## src/rtl/multicycle_seq.sv

```systemverilog
// multicycle_seq: FETCH/DECODE/EXEC/MEM/WB sequencer with unified memory port arbitration and sticky fault
module multicycle_seq #(
    parameter int MEM_WAIT_MAX = 16,
    parameter int WCNT_W = (MEM_WAIT_MAX < 1) ? 1 : $clog2(MEM_WAIT_MAX + 1)
) (
    input  logic       clk,
    input  logic       rst,
    input  logic [5:0] opcodes,
    input  logic [1:0] operation,
    input  logic [3:0] condicion,
    input  logic       zero,
    input  logic       memRdy,
    output logic       irWr,
    output logic       pcWr,
    output logic       selPC,
    output logic       regWr,
    output logic       selAddWr,
    output logic [3:0] opALU,
    output logic       cin,
    output logic [1:0] selDiWr,
    output logic       selOperaB,
    output logic       flagsWr,
    output logic       memReq,
    output logic       memWr,
    output logic       selAddrMem,
    output logic       retire,
    output logic       fault,
    output logic [1:0] faultCode
);
    typedef enum logic [2:0] {FETCH, DECODE, EXEC, MEM, WB, FAULT} state_t;
    localparam logic [WCNT_W-1:0] LIM = WCNT_W'(MEM_WAIT_MAX == 0 ? 0 : MEM_WAIT_MAX - 1);
    state_t            state, nxt;
    logic [1:0]        fault_code, nxt_code;
    logic [WCNT_W-1:0] wait_cnt;
    logic              tmo, taken, is_cmp;
    logic [3:0]        mem_alu;
    assign tmo     = (MEM_WAIT_MAX != 0) && (wait_cnt == LIM);
    assign taken   = (condicion == 4'b0000 && zero) || (condicion == 4'b0001 && !zero) || condicion == 4'b1110;
    assign is_cmp  = opcodes[4:1] == 4'b1010;
    assign mem_alu = opcodes[3] ? 4'b0100 : 4'b0010;
    // state, latched fault code and memory wait counter (cleared on completion or state exit)
    always_ff @(posedge clk) begin
        if (rst) begin
            state      <= FETCH;
            fault_code <= 2'b00;
            wait_cnt   <= '0;
        end else begin
            state      <= nxt;
            fault_code <= nxt_code;
            wait_cnt   <= (memReq && !memRdy && nxt == state) ? wait_cnt + 1'b1 : '0;
        end
    end
    // next state and datapath controls; everything held low while rst is asserted
    always_comb begin
        nxt        = state;
        nxt_code   = fault_code;
        irWr       = 1'b0;
        pcWr       = 1'b0;
        selPC      = 1'b0;
        regWr      = 1'b0;
        selAddWr   = 1'b0;
        opALU      = 4'b0000;
        cin        = 1'b0;
        selDiWr    = 2'b00;
        selOperaB  = 1'b0;
        flagsWr    = 1'b0;
        memReq     = 1'b0;
        memWr      = 1'b0;
        selAddrMem = 1'b0;
        retire     = 1'b0;
        fault      = 1'b0;
        faultCode  = 2'b00;
        if (!rst) begin
            case (state)
                FETCH: begin
                    memReq = 1'b1;
                    if (memRdy) begin
                        irWr = 1'b1;
                        pcWr = 1'b1;
                        nxt  = DECODE;
                    end else if (tmo) begin
                        nxt      = FAULT;
                        nxt_code = 2'b10;
                    end
                end
                DECODE: begin
                    nxt      = (operation == 2'b11) ? FAULT : EXEC;
                    nxt_code = (operation == 2'b11) ? 2'b01 : fault_code;
                end
                EXEC: begin
                    case (operation)
                        2'b00: begin
                            opALU     = opcodes[4:1];
                            cin       = opcodes[4:1] == 4'b0010;
                            selOperaB = opcodes[5];
                            flagsWr   = 1'b1;
                            retire    = is_cmp;
                            nxt       = is_cmp ? FETCH : WB;
                        end
                        2'b01: begin
                            opALU     = mem_alu;
                            selOperaB = opcodes[5];
                            nxt       = MEM;
                        end
                        2'b10: begin
                            pcWr   = taken;
                            selPC  = taken;
                            retire = opcodes[4];
                            nxt    = opcodes[4] ? FETCH : WB;
                        end
                        default: begin
                            nxt      = FAULT;
                            nxt_code = 2'b01;
                        end
                    endcase
                end
                MEM: begin
                    memReq     = 1'b1;
                    selAddrMem = 1'b1;
                    memWr      = !opcodes[0];
                    opALU      = mem_alu;
                    selOperaB  = opcodes[5];
                    if (memRdy) begin
                        retire = !opcodes[0];
                        nxt    = opcodes[0] ? WB : FETCH;
                    end else if (tmo) begin
                        nxt      = FAULT;
                        nxt_code = 2'b10;
                    end
                end
                WB: begin
                    regWr    = 1'b1;
                    retire   = 1'b1;
                    selAddWr = operation == 2'b10;
                    selDiWr  = (operation == 2'b01) ? 2'b10 :
                               (operation == 2'b10) ? 2'b11 :
                               (opcodes[4:1] == 4'b1101) ? 2'b01 : 2'b00;
                    nxt      = FETCH;
                end
                FAULT: begin
                    fault     = 1'b1;
                    faultCode = fault_code;
                end
                default: nxt = FETCH;
            endcase
        end
    end
endmodule

```

## config.mk

```make
export PLATFORM = sky130hd
export DESIGN_NAME = multicycle_seq
export DESIGN_NICKNAME = d
export VERILOG_FILES = /design/src/rtl/multicycle_seq.sv
export SDC_FILE = /design/constraint.sdc
export NUM_CORES = 1
export LEC_CHECK = 0
export ABC_CLOCK_PERIOD_IN_PS = 3930
export CORE_MARGIN = 3
export CORE_UTILIZATION = 45
export DETAILED_ROUTE_END_ITERATION = 10
export PLACE_DENSITY_LB_ADDON = 0.12
export SETUP_SLACK_MARGIN = 0.02
export SLEW_MARGIN = 10
export SYNTH_ARGS = -nofsm -noshare
export SYNTH_HDL_FRONTEND = slang
export SYNTH_SLANG_ARGS = --single-unit
```

## constraint.sdc

```tcl
create_clock -name clk -period 3.93 [get_ports clk]
set_input_delay 0.786 -clock clk [delete_from_list [all_inputs] [get_ports clk]]
set_output_delay 0.786 -clock clk [all_outputs]
set_load 0.01 [all_outputs]
```

==> After elaboration in Yosys (flattened, before gate mapping) <==
Cells that the tools add are included.
{ "op_classes": {"reduce_logical": 18, "addsub": 1, "bitwise": 1, "n_eq_ne": 19, "n_mux": 59} }
{ "ops": {"columns": ["cell", "n"], "rows": [
  ["two-way mux 1 bit", 30],
  ["two-way mux 3 bit", 9],
  ["two-way mux 2 bit", 10],
  ["case mux 4 bit (2 select lines)", 2],
  ["case mux 3 bit (5 select lines)", 1],
  ["equality test 4 bit (second input constant)", 3],
  ["case mux 3 bit (3 select lines)", 1],
  ["equality test 3 x 2 -> 1 bit (second input constant)", 2],
  ["equality test 3 bit (second input constant)", 2],
  ["!= test 2 bit (second input constant)", 3],
  ["case mux 1 bit (2 select lines)", 3],
  ["case mux 2 bit (3 select lines)", 1],
  ["OR reduction 2 bit", 3],
  ["adder 5 x 1 -> 5 bit (second input constant)", 1],
  ["equality test 5 x 4 -> 1 bit (second input constant)", 1],
  ["AND reduction 5 bit", 1],
  ["equality test 2 bit (second input constant)", 2],
  ["equality test 4 x 1 -> 1 bit (second input constant)", 1],
  ["equality test 4 x 2 -> 1 bit (second input constant)", 1],
  ["logical AND 1 bit", 4],
  ["zero test 4 bit", 1],
  ["two-way mux 4 bit", 1],
  ["equality test 3 x 1 -> 1 bit (second input constant)", 1],
  ["equality test 3 bit", 1],
  ["10 further kinds", 13]
]} }
{ "totals": {"input_bits": 16, "output_inout_bits": 21, "regBits": 10, "elab_cells": 101} }

==> Longest topological paths before layout <==
Gate-level depths: netlist of the first run.
{ "depth": {"depth_word": 9, "ltp_mapped": 7, "mapped_depth_nobuf": 7} }

==> Least setup slack after synthesis of the first run <==
OpenSTA, ideal clock, no wires.
{ "synth_path": {"path_kind": "input port to output port", "from": "in rst", "to": "out memWr", "path_buffers": 1, "path_slack_ns": 1.490, "stages": 3, "required_ns": 3.144, "arrival_ns": 1.654, "path_cell_list": "clkbuf_1 nor3b_1 nor2b_1"} }
{ "synth_between": {"elab_chain_cells": 1} }
{ "synth_rtl": {"columns": ["element", "line_no", "text"], "rows": [
  ["start, declared", "7", "input logic rst,"],
  ["two-way mux 1 bit", "73", "if (!rst) begin"],
  ["end, declared", "24", "output logic memWr,"]
]} }
Every way passes these cells.

==> Worst setup path after layout of the first run <==
{ "layout_path": {"from": "in operation[0]", "to": "out opALU[1]"} }
{ "layout_between": {"elab_chain_cells": 4, "word_cells_on_any_way": 5, "classes_between": "eq/ne: 1; mux: 3; reduce/logical: 1"} }
{ "layout_rtl": {"columns": ["element", "line_no", "text"], "rows": [
  ["start, declared", "9", "input logic [1:0] operation,"],
  ["equality test 2 x 1 -> 1 bit or zero test 2 bit (tied branches)", "91", "case (operation)"],
  ["case mux 4 bit (2 select lines) *", "91", null],
  ["case mux 4 bit (2 select lines) *", "74", "case (state)"],
  ["two-way mux 4 bit *", "73", null],
  ["end, declared", "18", "output logic [3:0] opALU,"]
]} }
Every way passes the cells marked *; elsewhere a longest branch is shown, timed or not.

==> results of run 1 <==
-- layout by cell type, fill, tap and decap left out, types with 2 or more instances in the layout --
cell,n
sky130_fd_sc_hd__a21oi_1,7
sky130_fd_sc_hd__xnor2_1,2
sky130_fd_sc_hd__nor3_2,2
sky130_fd_sc_hd__and3_1,3
sky130_fd_sc_hd__nor2b_1,2
sky130_fd_sc_hd__nand2_1,6
sky130_fd_sc_hd__ha_1,7
sky130_fd_sc_hd__clkbuf_4,3
sky130_fd_sc_hd__and2_1,8
sky130_fd_sc_hd__a211oi_1,2
sky130_fd_sc_hd__inv_1,6
sky130_fd_sc_hd__xor2_1,2
sky130_fd_sc_hd__dfxtp_1,10
sky130_fd_sc_hd__nor2_1,17
sky130_fd_sc_hd__clkdlybuf4s50_1,36
sky130_fd_sc_hd__or3b_1,2
sky130_fd_sc_hd__o32a_1,2
sky130_fd_sc_hd__nor3b_1,2
sky130_fd_sc_hd__nand2b_1,4
-- Yosys cell counts (all sizes together) (3+ instances only) --
cell,count,share of area [%]
nor2,17,7.2
buf,4,2.8
ha,7,9.8
a21oi,7,3.9
nor3b,3,3.1
inv,6,2.5
nand2,6,2.5
and3,3,2.1
and2,8,5.6
nor2b,3,3.0
nor3,3,2.8
dfxtp,10,23
nand2b,4,2.8
-- registers in the layout, indices dropped and copies added (netlist names) --
signal and cells:
fault_code 2, wait_cnt 5, state 3
-- metal layers --
metal / share of wire, % / vias up
met4: 0.47 / 0
met3: 8.0 / 4
met1: 44 / 412
li1: - / 465
met2: 48 / 38
met5: 0 / -
-- path summary, 6_finish.rpt --
path | startpoint | endpoint | slack [ns] | depth (start not counted)
hold / removal | wait_cnt[0]$_SDFF_PP0_ | wait_cnt[0]$_SDFF_PP0_ | 0.45 | 1
setup reg to reg | wait_cnt[0]$_SDFF_PP0_ | fault_code[1]$_SDFFE_PP0P_ | 1.97 | 7
hold reg to reg | wait_cnt[0]$_SDFF_PP0_ | wait_cnt[0]$_SDFF_PP0_ | 0.45 | 1
setup / recovery | operation[0] | opALU[1] | 0.47 | 7
-- logic make-up (layout without fill, tap and decap cells) --
group                      Yosys count  after routing  share of synthesized area [%]
AOI/OAI and AO/OA                   22             22                           18.0
adders and majority gates            7              7                           9.84
buffers and inverters               12             46                           6.19
DFF                                 10             10                           22.5
and+or+nand+nor                     56             56                           36.7
xor gates and xnor gates             4              4                           3.94
muxes                                2              2                           2.81
-- through the flow --
step	std cells	area (µm²)	hold slack (ns)
global placement	168	1250	0.429
finish	172	1280	0.446
floorplan	113	890	0.418
global route	172	1280	0.479
CTS	172	1280	0.452
detailed placement	168	1250	0.443
-- area by class of cell --
class	instances	share of cell area, %
Sequential cell	10	15.6
Clock buffer	4	2.82
Inverter	6	1.75
Tap cell	25	2.43
Multi-Input combinational cell	91	49.4
Timing Repair Buffer	36	28.0
-- power groups by stage --
stage               clock network [mW]  logic, mW  registers, mW
global placement                     0     0.0820          0.122
CTS                             0.0938     0.0845          0.120
finish                          0.0906     0.0841          0.120
floorplan                            0     0.0579          0.113
detailed placement                   0     0.0839          0.122
global route                     0.103     0.0942          0.122
==> flow_summary_export.csv, run 1 <==
group,metric,value,unit
setup_path,critical-path-top-delay-family,"buffers and inverters",
clocking,ctsLongestPathBuffers,2,
clocking,numCtsBuffers,3,
clocking,clock_tree.htree_level_count,1,
sta,finalCritPeriodShare,88.1,%
clocking,holdBufCountCts,0,
clocking,clock-sinks,10,
hold_path,min-delay-path-class,"reg -> reg",
clocking,cts_resized,0,
detailed_routing,via_per_inst,5.34,
sta,timing.slew.headroom,54.0,%
setup_path,worst_ep_arrival_time,2.68,ns
sta,timing_max_transition_violations_final,0,
detailed_routing,drc_errors,0,
synth,ys_types,43,
global_routing,grt_util_met2,30.4,%
synth,top_ff_cell_synth,"sky130_fd_sc_hd__dfxtp_1",
pwr,fin_total_pwr,295,µW
detailed_routing,detail-route-antenna-nets,0,
global_routing,grt_pass1_wl,3810,µm
sta,worst_slew_pin_slew,0.690,ns
global_routing,groute.usage.overall,19.0,%
finish,fin_nets,171,
detailed_routing,detailroute.via_count,919,
global_routing,antenna_found_initial,0,
finish,seqCellArea,200,µm²
finish,antennaDiodeCount,0,
floorplan,design.portCount,37,
finish,syn2layout_area_growth,44.4,%
pwr,p_sw,85.0,µW
clocking,post-cts-setup-buffer-count,0,
sta,finalSetupViolCount,0,
sta,time_the_final_worst_path_needs_with_i_o_delays_and_setup,3.46,ns
synth,per_instance_average_area_after_synthesis,7.87,µm²
flow_run,max_cap_viol_count,0,
clocking,clkTransAtPathRegs,0.06,ns
floorplan,coreArea,0.00180,mm²
pwr,power.sequential.fraction,40.8,%
global_routing,first_global_vias,894,
floorplan,std_cell_rows,15,
finish,drive_above_1_share,6.80,%
detailed_routing,wire_per_inst,12.4,µm
floorplan,die_width,50.5,µm
pwr,max-vdd-ir-drop,0.000298,V
detailed_routing,drt-pass1-iter-count,4,
pwr,cellInternalPower,210,µW
place,dpl.hpwl,1710,µm
detailed_routing,first_iter_violations,27,
sta,worst_clock_skew,0.00824,ns
finish,multi_input_comb_area,634,µm²
place,dp_slack,0.480,ns
global_routing,grt_start_max_net_pins,24,
synth,ys_seq_area_share,22.5,%
synth,synth.yosys.warnings,0,
global_routing,grt.met3_usage,6.23,%
finish,n_fill_cell,144,
sta,grt_setup_unrepaired,"no",
pwr,pwr-share-clk,30.7,%
global_routing,use_met1,24.4,%
sta,fmax,0.289,GHz
setup_path,cp_num_buf_inv,4,
clocking,clock_tree.root_cell,"sky130_fd_sc_hd__clkbuf_4",
synth,async_reset_ff_share,0,%
place,numPortBuffers,36,
setup_path,critical_path_peak_fanout,4,
synth,yosys_register_bits,10,
clocking,cts_tree,"built",
place,finalWeightedCongestion,0.783,
setup_path,critical_path.max_stage_delay,0.57,ns
setup_path,critPathLaunchType,"input port",
pwr,switching_share,28.8,%
setup_path,cp_slowest_cell,"sky130_fd_sc_hd__clkdlybuf4s50_1",
finish,postLayoutCoreUtil,71.3,%
synth,post_synth_instance_area,890,µm²
global_routing,most_crowded_layer_gr,"met2",
global_routing,globalRoute.totalOverflow,0,
pwr,power.share.combinational,28.5,%
detailed_routing,detail_route.wirelength,2140,µm
setup_path,timing_worst_setup_path_type,"in -> out",
setup_path,critPathRequiredTime,3.14,ns
setup_path,crit_path_end_kind,"primary output",
pwr,pwr_density_cell,230,mW/mm²
sta,finalHoldViolCount,0,
clocking,clock_latency,0.26,ns
floorplan,dieHeight,50.5,µm
floorplan,floorplan.initialDensity,49.4,%
sta,setup_slack,0.469,ns
synth,synth_edf_count,0,
sta,setup_tns,0,ns
run_status,outcome,"finished clean",
setup_path,timing.critical_path.cells,"clkdlybuf4s50_1 > inv_1 > ha_1 > inv_1 > o32a_1 > nor3_1 > clkdlybuf4s50_1",
synth,synth_cells,113,
pwr,leakagePower,0.484,nW
floorplan,die-area,0.00255,mm²
synth,synthesis.nets,136,
No activity file was read; power rests on OpenSTA's default activity.
==> run 2, diff against run 1 <==
Settings changed: HOLD_SLACK_MARGIN set to 0.02.
==> results of run 2 <==
Final layout, timing and power as in run 1 (identical DEF).
